File: config.mk
export PLATFORM = sky130hd
export DESIGN_NAME = stack_driver
export DESIGN_NICKNAME = d
export VERILOG_FILES = /design/src/rtl/stack_driver.sv
export SDC_FILE = /design/constraint.sdc
export NUM_CORES = 1
export LEC_CHECK = 0
export BUFFER_PORTS_ARGS = -buffer_cell sky130_fd_sc_hd__buf_2
export CAP_MARGIN = 5
export CORE_ASPECT_RATIO = 0.8
export CORE_MARGIN = 10
export CORE_UTILIZATION = 25
export DETAILED_ROUTE_END_ITERATION = 8
export GPL_TIMING_DRIVEN = 0
export HOLD_SLACK_MARGIN = 0.05
export SLEW_MARGIN = 20
export SYNTH_ARGS = -nofsm -noshare
export SYNTH_HDL_FRONTEND = slang
export SYNTH_SLANG_ARGS = --single-unit
File: constraint.sdc
create_clock -name clk -period 1.9 [get_ports clk]
set_input_delay 0.19 -clock clk [delete_from_list [all_inputs] [get_ports clk]]
set_output_delay 0.19 -clock clk [all_outputs]
set_load 0.1 [all_outputs]
File: src/rtl/stack_driver.sv
// stack_driver: valid/ready command front-end that sequences push/pop on a LIFO stack
module stack_driver #(
  parameter int DATA_WIDTH = 8,
  parameter int PTR_WIDTH = 2
) (
  input  logic                  clk,
  input  logic                  rst,
  input  logic                  cmd_valid,
  output logic                  cmd_ready,
  input  logic                  cmd_op,
  input  logic [DATA_WIDTH-1:0] cmd_data,
  output logic                  rsp_valid,
  input  logic                  rsp_ready,
  output logic [DATA_WIDTH-1:0] rsp_data,
  output logic                  rsp_err,
  output logic                  stk_push,
  output logic                  stk_pop,
  output logic [DATA_WIDTH-1:0] stk_wdata,
  input  logic [DATA_WIDTH-1:0] stk_rdata,
  input  logic                  stk_full,
  input  logic                  stk_empty,
  output logic [PTR_WIDTH:0]    level,
  output logic [7:0]            err_cnt,
  output logic                  sync_err
);
  typedef enum logic [1:0] {IDLE, ISSUE, WAIT_RD, RESP} state_t;
  localparam logic [PTR_WIDTH:0] MAX_LEVEL = {1'b0, {PTR_WIDTH{1'b1}}};
  state_t state;
  logic op;
  logic accept;
  logic bad;
  assign cmd_ready = rst && state == IDLE;
  assign accept = cmd_valid && cmd_ready;
  assign bad = cmd_op ? stk_empty : stk_full;
  always_ff @(posedge clk) begin
    if (!rst) begin
      state     <= IDLE;
      op        <= 1'b0;
      rsp_valid <= 1'b0;
      rsp_data  <= '0;
      rsp_err   <= 1'b0;
      stk_push  <= 1'b0;
      stk_pop   <= 1'b0;
      stk_wdata <= '0;
      level     <= '0;
      err_cnt   <= '0;
      sync_err  <= 1'b0;
    end else begin
      stk_push <= 1'b0;
      stk_pop  <= 1'b0;
      if (state == IDLE && stk_empty != (level == '0)) sync_err <= 1'b1;
      case (state)
        IDLE: if (accept) begin
          op        <= cmd_op;
          stk_wdata <= cmd_data;
          rsp_data  <= '0;
          rsp_err   <= bad;
          if (bad) begin
            state     <= RESP;
            rsp_valid <= 1'b1;
            err_cnt   <= err_cnt + {7'd0, err_cnt != 8'hFF};
          end else begin
            state    <= ISSUE;
            stk_push <= !cmd_op;
            stk_pop  <= cmd_op;
          end
        end
        ISSUE: begin
          // read_data lands one cycle after the pop strobe, so pops detour through WAIT_RD
          state     <= op ? WAIT_RD : RESP;
          rsp_valid <= !op;
          if (!op && level != MAX_LEVEL) level <= level + 1'b1;
          if (op && level != '0) level <= level - 1'b1;
        end
        WAIT_RD: begin
          rsp_data  <= stk_rdata;
          rsp_valid <= 1'b1;
          state     <= RESP;
        end
        RESP: if (rsp_ready) begin
          rsp_valid <= 1'b0;
          state     <= IDLE;
        end
        default: state <= IDLE;
      endcase
    end
  end
endmodule

==> impl_metrics.json <==
{
  "boundaryPins": 56,
  "final_cells": 326,
  "reg2reg_from": "err_cnt[4]",
  "cts_buffers": 5,
  "rr_worst_depth": 8,
  "cts.reportedPaths.clkPinSlew_ns": 0.07,
  "seq_area_frac_synth_pct": 44.5,
  "dpl.hpwl_mm": 3.28,
  "finalNetCount": 275,
  "worst_pin_slew_ns": 0.645,
  "muxShareOfSynthArea_pct": 1.91,
  "synth_top_family_by_area": "simple AND/OR/NAND/NOR gates",
  "ir_drop_mv": 0.453,
  "avgViaCountPerCell": 4.48,
  "synth.distinct_cells": 37,
  "rsz0062_at_grt": "no",
  "cp-endpoint": "cmd_ready",
  "synth_top_flop_cell": "dfxtp_1",
  "yosys.area.top_type": "dfxtp_1",
  "cts_max_path_buffers": 2,
  "synth_xor_area_share_pct": 3.34,
  "fmax_mhz": 572,
  "dp.cells": 318,
  "relSlewSlack_pct": 56.7,
  "die-height_um": 91.0,
  "cp_data_required_time_ns": 1.71,
  "finalCritPeriodShare_pct": 92.1,
  "drive_gt1_share_pct": 32.7,
  "start_util_pct": 26.2,
  "syn2layout_area_growth_pct": 31.4,
  "synth_area_per_cell_um2": 8.65,
  "dieWidth_um": 109,
  "syn_area_um2": 1570,
  "synthAdderAreaFrac_pct": 6.84,
  "nFillCells": 648,
  "fin_tns_setup_ns": 0,
  "die-area_um2": 9890,
  "wl_mm": 4.30,
  "p_per_area_nw_per_um2": 1370,
  "synth_top_area_share_pct": 44.5,
  "cap_violations": 0,
  "synth_nets": 213,
  "cts_tree": "yes",
  "cp-end-kind": "output port",
  "post-place-ws_ns": 0.110,
  "yosys_warnings": 0,
  "finalSetupViolations": 0,
  "cts_max_level": 2,
  "async_reset_ff_share_pct": 0,
  "synth.area.top_cells": "dfxtp_1 45%, nand2_1 6.7%, ha_1 5.6%, nand3_1 4.1%, a22oi_1 3.8%",
  "drc": 0,
  "synth_edf_count": 0,
  "ys_ff_latch": 35,
  "startpoint": "state[0]",
  "cts-root-buf": "clkbuf_8",
  "grt_max_degree": 11,
  "leakagePower_nw": 0.900,
  "skew_ns": 0.00261,
  "synth_cells": 182,
  "num_rows": 25,
  "seqPwrFrac_pct": 32.5,
  "via_count": 1459,
  "insertion_delay_ns": 0.28,
  "timing_worst_setup_path_type": "flip-flop to output port",
  "drt_iter0_markers": 63,
  "maxSlewViolCount": 0,
  "clock_power_share_pct": 17.9,
  "start_kind": "flip-flop",
  "synthSimpleGateAreaFrac_pct": 24.2,
  "fin_crit_ns": 1.75,
  "core_area_um2": 6010,
  "cts_setup_buffers": 0,
  "num_antenna_cells": 0,
  "grt_antenna_before_repair": 0,
  "post_cts_resized": 0,
  "p_comb_share_pct": 49.6,
  "switching_share_pct": 51.4,
  "port-buffer-count": 55,
  "clkSinkCount": 35,
  "intPower_mw": 1.37,
  "hold_path_depth": 2,
  "p_sw_mw": 1.46,
  "drt_first_pass_iters": 4,
  "grt_pass1_wl_mm": 7.22,
  "antenna_left": 0,
  "crit_fanout": 7,
  "regToRegEndpoint": "err_cnt[4]",
  "worst_ep_arrival_time_ns": 1.56,
  "grt_pass1_vias": 1492,
  "finalWorstSetupSlack_ns": 0.151,
  "holdCritPathClass": "input port to flip-flop",
  "status": "finished clean",
  "hold_violations": 0,
  "grtUsageTotal_pct": 8.91,
  "cts.hold.buffers_added": 0,
  "overflow": 0,
  "synth_compound_area_share_pct": 14.9,
  "gp_congestion": 0.794,
  "timing.reg2reg.setup_slack_ns": 0.21,
  "avgRoutedWirePerCell_um": 13.2
}
worst min path at each step:
stage	start	endpoint	slack, ns
finish	stk_full	stk_push	0.08
global route	cmd_data[5]	stk_wdata[5]	0.08
CTS	stk_full	stk_push	0.08
detailed placement	cmd_data[0]	stk_wdata[0]	0.38
global placement	stk_full	stk_push	0.37
floorplan	stk_empty	stk_pop	0.27
Yosys cell counts, types with 2 or more instances:
library cell	instances
o21ai_0	6
o31ai_1	4
nor3_1	5
dfxtp_1	35
clkbuf_1	5
buf_1	2
a22oi_1	8
ha_1	7
a21oi_1	7
nand4_1	3
nand3_1	13
nor2_1	14
o211ai_1	2
inv_1	6
and2_1	2
nand2_1	28
nand2b_1	2
xnor2_1	5
nor4_2	3
nor2b_1	4
mux2i_1	3
buf_2	3
layout make-up:
type / count / area, um^2 / area share [%]
tap: 81 / 101 / 4.90
buffer: 10 / 42.5 / 2.06
clock buffer: 6 / 72.6 / 3.51
inverter: 7 / 26.3 / 1.27
multi-input combinational: 130 / 808 / 39.1
timing repair buffer: 55 / 278 / 13.4
sequential: 35 / 732 / 35.4
clock inverter: 2 / 7.51 / 0.363
kinds of logic (layout without fill, tap and decap cells):
family | Yosys count | in the layout
AOI/OAI and AO/OA | 35 | 35
xor gates and xnor gates | 6 | 6
adders and majority gates | 8 | 8
buffers and inverters | 17 | 80
DFF | 35 | 35
muxes | 3 | 3
and+or+nand+nor | 78 | 78
critical path, cell delays in order, from the launching register on:
cell and delay [ns]:
dfxtp_1 0.33, inv_1 0.16, ha_2 0.27, and2_1 0.18, clkbuf_4 0.35
through the flow:
stage / utilization (%) / hold WS (ns) / instance area [um^2] / power, mW
2_1_floorplan: - / 0.266 / 1610 / 2.08
3_3_place_gp: 33.0 / 0.371 / 1980 / 2.32
3_5_place_dp: 33.0 / 0.376 / 1980 / 2.34
4_1_cts: 34.3 / 0.0772 / 2060 / 2.86
5_1_grt: 34.4 / 0.0772 / 2070 / 3.02
6_report: 34.4 / 0.0821 / 2070 / 2.83
metal layers:
metal  share of wire, %  track usage (%)
met1                 48             11.2
met2                 46             13.8
met3                4.8             3.18
met4                1.2             2.96
met5                  0                0
layout by cell type (no fill, tap or decap), types with 6 or more instances in the layout:
cell type / n
a21oi_1: 7
ha_1: 6
nor2_1: 14
nand3_1: 13
buf_2: 57
nand2_1: 28
o21ai_0: 6
dfxtp_1: 24
clkbuf_1: 6
a22oi_1: 8
inv_1: 6
dfxtp_4: 7
state kept, by name, indices dropped and copies added (netlist names):
register   count
state          2
rsp_data       8
rsp_err        1
err_cnt        8
stk_pop        1
stk_push       1
rsp_valid      1
sync_err       1
op             1
level          3
stk_wdata      8
power groups by stage:
stage	registers (mW)	logic, mW	clock network, mW
final	0.919	1.40	0.508
after global routing	0.938	1.51	0.569
after CTS	0.921	1.41	0.533
after detailed placement	0.937	1.40	0
after global placement	0.932	1.39	0
after floorplan	1.62	0.460	0
No activity file was read; power rests on OpenSTA's default activity.
